<file path="src/rtl/matmul_host_sequencer.sv">
// Host-side sequencer for the 8x8 matmul block: loads A/B words,
// starts the multiply, then drains C words over a valid/ready stream.
module matmul_host_sequencer #(
    parameter int DWIDTH      = 16,
    parameter int BB_SIZE     = 4,
    parameter int AWIDTH      = 7,
    parameter int A_WORDS     = 8,
    parameter int B_WORDS     = 8,
    parameter int C_WORDS     = 8,
    parameter int TIMEOUT_CYC = 1023
) (
    input  logic                      clk,
    input  logic                      reset,
    input  logic                      cmd_start,
    output logic                      cmd_busy,
    output logic                      cmd_done,
    output logic                      cmd_error,
    input  logic                      in_valid,
    output logic                      in_ready,
    input  logic [BB_SIZE*DWIDTH-1:0] in_data,
    output logic                      out_valid,
    input  logic                      out_ready,
    output logic [BB_SIZE*DWIDTH-1:0] out_data,
    output logic                      mm_enable_writing_to_mem,
    output logic                      mm_enable_reading_from_mem,
    output logic [AWIDTH-1:0]         mm_addr_pi,
    output logic [BB_SIZE*DWIDTH-1:0] mm_data_pi,
    output logic                      mm_we_a,
    output logic                      mm_we_b,
    output logic                      mm_we_c,
    output logic                      mm_start_mat_mul,
    input  logic                      mm_done_mat_mul,
    input  logic [BB_SIZE*DWIDTH-1:0] mm_data_from_out_mat
);

    localparam int TW = $clog2(TIMEOUT_CYC + 1);

    typedef enum logic [3:0] {
        S_IDLE,
        S_LOAD_A,
        S_LOAD_B,
        S_FLUSH,
        S_COMPUTE,
        S_RD_ADDR,
        S_RD_WAIT,
        S_RD_OUT,
        S_FIN,
        S_ERR
    } state_t;

    state_t            r_state;
    state_t            w_state_nxt;
    logic [AWIDTH-1:0] r_ptr;
    logic [AWIDTH-1:0] w_ptr_nxt;
    logic [TW-1:0]     r_tmo;
    logic [TW-1:0]     w_tmo_nxt;
    logic              w_in_hs;
    logic              w_out_hs;

    assign w_in_hs  = in_valid && in_ready;
    assign w_out_hs = out_valid && out_ready;

    always_comb begin
        w_state_nxt = r_state;
        w_ptr_nxt   = r_ptr;
        w_tmo_nxt   = r_tmo;
        unique case (r_state)
            S_IDLE: begin
                if (cmd_start) begin
                    w_state_nxt = S_LOAD_A;
                    w_ptr_nxt   = '0;
                end
            end
            S_LOAD_A: begin
                if (w_in_hs) begin
                    if (r_ptr == AWIDTH'(A_WORDS - 1)) begin
                        w_state_nxt = S_LOAD_B;
                        w_ptr_nxt   = '0;
                    end else begin
                        w_ptr_nxt = r_ptr + 1'b1;
                    end
                end
            end
            S_LOAD_B: begin
                if (w_in_hs) begin
                    if (r_ptr == AWIDTH'(B_WORDS - 1)) begin
                        w_state_nxt = S_FLUSH;
                        w_ptr_nxt   = '0;
                    end else begin
                        w_ptr_nxt = r_ptr + 1'b1;
                    end
                end
            end
            S_FLUSH: begin
                w_state_nxt = S_COMPUTE;
                w_tmo_nxt   = '0;
            end
            S_COMPUTE: begin
                if (r_tmo != TW'(TIMEOUT_CYC)) begin
                    w_tmo_nxt = r_tmo + 1'b1;
                end
                // done has priority over an expiring timeout
                if (mm_done_mat_mul) begin
                    w_state_nxt = S_RD_ADDR;
                    w_ptr_nxt   = '0;
                end else if (r_tmo == TW'(TIMEOUT_CYC)) begin
                    w_state_nxt = S_ERR;
                end
            end
            S_RD_ADDR: w_state_nxt = S_RD_WAIT;
            S_RD_WAIT: w_state_nxt = S_RD_OUT;
            S_RD_OUT: begin
                if (w_out_hs) begin
                    if (r_ptr == AWIDTH'(C_WORDS - 1)) begin
                        w_state_nxt = S_FIN;
                        w_ptr_nxt   = '0;
                    end else begin
                        w_state_nxt = S_RD_ADDR;
                        w_ptr_nxt   = r_ptr + 1'b1;
                    end
                end
            end
            S_FIN:   w_state_nxt = S_IDLE;
            S_ERR:   w_state_nxt = S_IDLE;
            default: w_state_nxt = S_IDLE;
        endcase
    end

    always_ff @(posedge clk or posedge reset) begin
        if (reset) begin
            r_state                    <= S_IDLE;
            r_ptr                      <= '0;
            r_tmo                      <= '0;
            cmd_busy                   <= 1'b0;
            cmd_done                   <= 1'b0;
            cmd_error                  <= 1'b0;
            in_ready                   <= 1'b0;
            out_valid                  <= 1'b0;
            out_data                   <= '0;
            mm_enable_writing_to_mem   <= 1'b0;
            mm_enable_reading_from_mem <= 1'b0;
            mm_addr_pi                 <= '0;
            mm_data_pi                 <= '0;
            mm_we_a                    <= 1'b0;
            mm_we_b                    <= 1'b0;
            mm_we_c                    <= 1'b0;
            mm_start_mat_mul           <= 1'b0;
        end else begin
            r_state   <= w_state_nxt;
            r_ptr     <= w_ptr_nxt;
            r_tmo     <= w_tmo_nxt;
            cmd_busy  <= (w_state_nxt != S_IDLE);
            cmd_done  <= (w_state_nxt == S_FIN);
            cmd_error <= (w_state_nxt == S_ERR);
            in_ready  <= (w_state_nxt == S_LOAD_A) ||
                         (w_state_nxt == S_LOAD_B);
            out_valid <= (w_state_nxt == S_RD_OUT);
            // FLUSH keeps the write enable up for the last B write
            mm_enable_writing_to_mem <= (w_state_nxt == S_LOAD_A) ||
                                        (w_state_nxt == S_LOAD_B) ||
                                        (w_state_nxt == S_FLUSH);
            mm_enable_reading_from_mem <= (w_state_nxt == S_RD_ADDR) ||
                                          (w_state_nxt == S_RD_WAIT) ||
                                          (w_state_nxt == S_RD_OUT);
            mm_start_mat_mul <= (w_state_nxt == S_COMPUTE);
            mm_we_c          <= (w_state_nxt == S_COMPUTE);
            mm_we_a          <= (r_state == S_LOAD_A) && w_in_hs;
            mm_we_b          <= (r_state == S_LOAD_B) && w_in_hs;
            if (w_in_hs) begin
                mm_addr_pi <= r_ptr;
                mm_data_pi <= in_data;
            end else if (w_state_nxt == S_RD_ADDR) begin
                mm_addr_pi <= w_ptr_nxt;
            end
            if (r_state == S_RD_WAIT) begin
                out_data <= mm_data_from_out_mat;
            end
        end
    end

endmodule

</file>
<file path="config.mk">
export PLATFORM = sky130hd
export DESIGN_NAME = matmul_host_sequencer
export DESIGN_NICKNAME = d
export VERILOG_FILES = /design/src/rtl/matmul_host_sequencer.sv
export SDC_FILE = /design/constraint.sdc
export NUM_CORES = 1
export LEC_CHECK = 0
export ABC_AREA = 1
export BUFFER_PORTS_ARGS = -buffer_cell sky130_fd_sc_hd__clkbuf_2
export CORE_UTILIZATION = 44
export DETAILED_ROUTE_END_ITERATION = 10
export GPL_ROUTABILITY_DRIVEN = 0
export HOLD_SLACK_MARGIN = 0.06
export PLACE_DENSITY = 0.77
export SKIP_LAST_GASP = 1
export SYNTH_ARGS = -nofsm -noshare
export SYNTH_HDL_FRONTEND = slang
export SYNTH_SLANG_ARGS = --single-unit
</file>
<file path="constraint.sdc">
create_clock -name clk -period 4.4 [get_ports clk]
set_input_delay 0 -clock clk [delete_from_list [all_inputs] [get_ports clk]]
set_output_delay 0 -clock clk [all_outputs]
set_load 0.01 [all_outputs]
</file>
# After elaboration in Yosys (flattened, before gate mapping)
# Cells that the tools add are included.
# word_totals
register_bits	166
wordCells	72
in_bits	134
out_inout_bits	146
# op_classes
addsub	2
n_reduce_logical	14
mux	20
n_eq_ne	20
# op_table
op	count
7-bit two-way mux	7
4-bit two-way mux	9
4-bit by 3-bit == test with 1-bit output, second input constant	8
4-bit case mux with 8 select lines	1
7-bit case mux with 4 select lines	1
10-bit case mux with 2 select lines	1
4-bit by 2-bit == test with 1-bit output, second input constant	4
10-bit by 1-bit adder with 10-bit output, second input constant	1
10-bit == test, second input constant	1
10-bit two-way mux	1
10-bit inequality test, second input constant	1
4-bit by 1-bit == test with 1-bit output, second input constant	2
4-bit == test, second input constant	2
7-bit by 1-bit adder with 7-bit output, second input constant	1
7-bit by 3-bit == test with 1-bit output, second input constant	1
1-bit logical AND	4
4-bit logical NOT	1
1-bit logical OR	4
2-bit nonzero test	2
4-bit nonzero test	1
2-bit inequality test, second input constant	1
2-bit AND reduction	1
2-bit OR reduction	1

# Logic depth before layout (Yosys ltp)
# logic_depth
depth_word	7
mapped_depth	12
mapped_depth_nobuf	12

# Least setup slack after synthesis
# Ideal clock, no wire load.
# synth_path
path_kind	reg-to-reg
startpoint	register r_ptr[0]
endpoint	register mm_addr_pi[5]
t_arrival_ns	1.456
required_time_ns	4.284
path_slack_ns	2.828
path_stages_with_launch	11
cell_sequence	dfrtp_1 -> ha_1 -> nand2_1 -> inv_1 -> nand4_1 -> a21oi_2 -> nand3_4 -> nand3_2 -> nand2_1 -> nand2_1 -> nand2_1
# synth_between
elab_chain_cells	6
elab_cells_between_ends	17
classes_between	add/sub: 1; eq/ne: 2; mux: 13; reduce/logical: 1
# synth_rtl
item	line	text
from (decl)	53	logic [AWIDTH-1:0] r_ptr;
from (signal assigned)	150	r_ptr <= w_ptr_nxt;
7-bit by 3-bit == test with 1-bit output (*)	76, 86, 114	
4-bit two-way mux (on tied branches)	114, 76, 86	
4-bit two-way mux (on tied branches)	113, 75, 85	
4-bit case mux with 8 select lines (*)	67	unique case (r_state)
net w_state_nxt[0]	52	state_t w_state_nxt;
4-bit by 3-bit == test with 1-bit output (*)	172	end else if (w_state_nxt == S_RD_ADDR) begin
2-bit nonzero test (no source line) (*)	--	
to (signal assigned)	170	mm_addr_pi <= r_ptr;
to (signal assigned)	173	mm_addr_pi <= w_ptr_nxt;
to (decl)	26	output logic [AWIDTH-1:0] mm_addr_pi,
# The timed path passes the listed nets; every way through them passes the cells marked *. The select of a mux whose other input is x is not followed.
# A chain may end at the register's enable or synchronous reset.

# Final worst setup path
# layout_path
startpoint	register r_state[0]
endpoint	register out_data[54]
# layout_between
elab_chain_cells	1
# layout_rtl
item	line	text
from (decl)	51	state_t r_state;
from (signal assigned)	149	r_state <= w_state_nxt;
4-bit by 3-bit == test with 1-bit output	175	if (r_state == S_RD_WAIT) begin
to (signal assigned)	176	out_data <= mm_data_from_out_mat;
to (decl)	23	output logic [BB_SIZE*DWIDTH-1:0] out_data,
# No other way between the ends.

==> flow_summary.json <==
{
  "run_status": "complete, no violations",
  "power.density_mw_per_mm2": 658,
  "yosys_warnings": 0,
  "cts_resized": 0,
  "syn2layout_area_growth_pct": 49.7,
  "dpl_cell_area_mm2": 0.00841,
  "dp.cells": 1113,
  "power.switching_uw": 2580,
  "synth.avg_cell_area_um2": 10.3,
  "seqPwrFrac_pct": 37.9,
  "wirelength_mm": 20.3,
  "fillCellCount": 1056,
  "nets": 1211,
  "drive_gt1_share_pct": 38.8,
  "cts_tree": "built",
  "ys_seq_elements": 166,
  "cts-root-buf": "clkbuf_16",
  "tns_ns": 0,
  "dr.pass1.iters": 5,
  "route.vias.total": 6305,
  "gr-total-overflow": 0,
  "die_area_mm2": 0.0161,
  "viasPerCell": 4.95,
  "max-vdd-ir-drop_v": 0.000339,
  "p_int_uw": 4200,
  "die_w_um": 127,
  "drtIter0Drc": 491,
  "synth.distinct_cells": 38,
  "antenna_found_initial": 0,
  "grt_pass1_wl_mm": 32.3,
  "synth_fp_nets": 803,
  "final_cells": 1275,
  "slew_headroom_pct": 40.2,
  "num_rows": 45,
  "crit_required_ns": 4.70,
  "hold_violations": 0,
  "use_met2_pct": 44.7,
  "synthesis.area_mm2": 0.00688,
  "grtUsageMet1_pct": 28.9,
  "maxSlewViolCount": 0,
  "start_util_pct": 45.2,
  "portBuffers": 279,
  "pwr-share-comb_pct": 40.4,
  "clk-insertion-delay-late_ns": 0.42,
  "worst_pin_slew_ns": 0.896,
  "arrival_ns": 2.63,
  "synthesis.instances": 667,
  "dp_hpwl_mm": 12.1,
  "drc_errors": 0,
  "period_share_pct": 53.0,
  "dp_worst_setup_slack_ns": 2.10,
  "clockBufferDepth": 2,
  "setup_viol": 0,
  "numClockSinks": 166,
  "grt_pass1_vias": 6693,
  "gr-usage-met3_pct": 7.12,
  "track_usage_pct": 26.0,
  "fin_worst_skew_ns": 0.00959,
  "ioPinCount": 280,
  "stdcell_area_mm2": 0.0103,
  "ant_nets": 0,
  "static-leakage-power_uw": 0.00543,
  "path_cells": "inv_2, nand2_1, inv_1, nand2_2, buf_4, mux2_2",
  "timing.fmax_mhz": 429,
  "hp-class": "in2reg",
  "grt_max_degree": 167,
  "rsz0062_at_grt": "no",
  "swShare_pct": 38.0,
  "postLayoutCoreUtil_pct": 67.7,
  "period_minus_slack_ns": 2.33,
  "core_mm2": 0.0152,
  "diodes": 0,
  "setup_ws_ns": 2.07,
  "critPathLaunchType": "register",
  "numCtsBuffers": 17,
  "die_h_um": 127,
  "power.share.clock_pct": 21.7,
  "crit_path_end_kind": "register",
  "busiest_layer": "met2",
  "clk_pin_slew_ns": 0.06,
  "synth-seq-area-share_pct": 60.4,
  "cts_max_level": 4,
  "maxCapViolCount": 0,
  "critPathKind": "reg2reg",
  "critPathMaxFanout": 35,
  "max_stage_delay_ns": 0.58,
  "slowest_stage": "nand2_2",
  "wl_per_cell_um": 15.9
}
-- per-layer routing --
layer	wire, um	vias to the layer above
li1	-	2941
met3	1220	85
met1	7740	3014
met2	10400	265
met4	963	0
met5	0	-
-- through the flow --
step | hold slack, ns | total power [uW]
3_5_place_dp | 0.199 | 5150
2_1_floorplan | 0.110 | 4160
5_1_grt | 0.0954 | 7170
4_1_cts | 0.0619 | 6730
6_report | 0.0862 | 6780
3_3_place_gp | 0.194 | 5060
-- path summary, 6_finish.rpt --
kind,startpoint,to,slack [ns],cells after the start
setup / recovery,r_state[0],out_data[54],2.07,6
hold / removal,cmd_start,r_state[0],0.09,5
setup reg to reg,r_state[0],out_data[54],2.07,6
hold reg to reg,mm_data_pi[1],mm_data_pi[1],0.48,2
max in group asynchronous,reset,mm_data_pi[62],3.31,4
min in group asynchronous,reset,out_data[21],0.39,4
-- critical path: cells and delay by family (launching register included) --
kind                   cells  cell delay [ns]
DFF                        1             0.43
buffers and inverters      3             0.70
and+or+nand+nor            2             0.66
muxes                      1             0.40
-- final cells by class --
class / count / area, um^2 / area share, %
clock buffers: 18 / 429 / 4.17
well taps: 188 / 235 / 2.29
inverters: 39 / 150 / 1.46
clock inverters: 13 / 145 / 1.41
multi-input cells: 437 / 2430 / 23.6
repair buffers: 414 / 2750 / 26.7
flip-flops and latches: 166 / 4150 / 40.4
-- state kept, by name, summed over array words and instances, names as in the netlist, 4 cells and up --
| signal | flops |
|---|---|
| out_data | 64 |
| mm_addr_pi | 7 |
| r_tmo | 10 |
| r_state | 4 |
| r_ptr | 7 |
| mm_data_pi | 64 |
-- power by group through the flow --
stage | combinational (uW) | sequential (uW) | clock, uW
after floorplan | 1360 | 2810 | 0
after global routing | 2960 | 2640 | 1570
after detailed placement | 2610 | 2540 | 0
after CTS | 2700 | 2540 | 1490
after global placement | 2530 | 2530 | 0
final | 2740 | 2570 | 1470
-- timing repair --
action | in CTS | in global routing
setup buffers | 0 | 0
endpoints found under the hold margin | 297 | 0
hold buffers | 131 | 0
-- layout by cell type (no fill, tap or decap), types with 3 or more instances in the layout --
master and n:
a21oi_1 6, clkbuf_2 279, dfrtp_1 166, nand2_2 13, nor3_1 5, inv_2 9, buf_4 3, nand4_1 4
nand2_1 250, dlygate4sd3_1 131, nor2_2 5, nor2_4 4, mux2_2 64, nand3_1 38, clkbuf_16 17, nor2_1 20
o21ai_0 5, inv_1 29, inv_6 6, clkinvlp_4 4
-- cell families (layout without fill, tap and decap cells) --
| logic type | Yosys count | count (layout) | synth area share, % |
|---|---|---|---|
| fa+ha+maj | 2 | 2 | 0.364 |
| xor+xnor | 1 | 1 | 0.127 |
| simple gates | 349 | 349 | 22.3 |
| mux | 64 | 64 | 10.5 |
| buf+inv | 64 | 484 | 4.28 |
| compound gates | 21 | 21 | 2.06 |
| flops | 166 | 166 | 60.4 |
-- Yosys cell counts, drive strengths merged --
| master | instances | area (um^2) |
|---|---|---|
| a21oi | 8 | 55.1 |
| o22ai | 1 | 6.26 |
| nand3 | 41 | 228 |
| and2 | 1 | 6.26 |
| o21ai | 8 | 43.8 |
| dfrtp | 166 | 4150 |
| xnor2 | 1 | 8.76 |
| clkbuf | 10 | 37.5 |
| nand4 | 6 | 58.8 |
| nor4 | 1 | 12.5 |
| a2bb2oi | 1 | 8.76 |
| buf | 15 | 110 |
| o32ai | 1 | 8.76 |
| nor3 | 6 | 35.0 |
| mux2 | 64 | 721 |
| ha | 2 | 25.0 |
| o21bai | 1 | 11.3 |
| a21boi | 1 | 7.51 |
| nand2 | 265 | 1040 |
| nor2 | 29 | 151 |
| inv | 39 | 146 |
(Power assumes the default switching activity.)
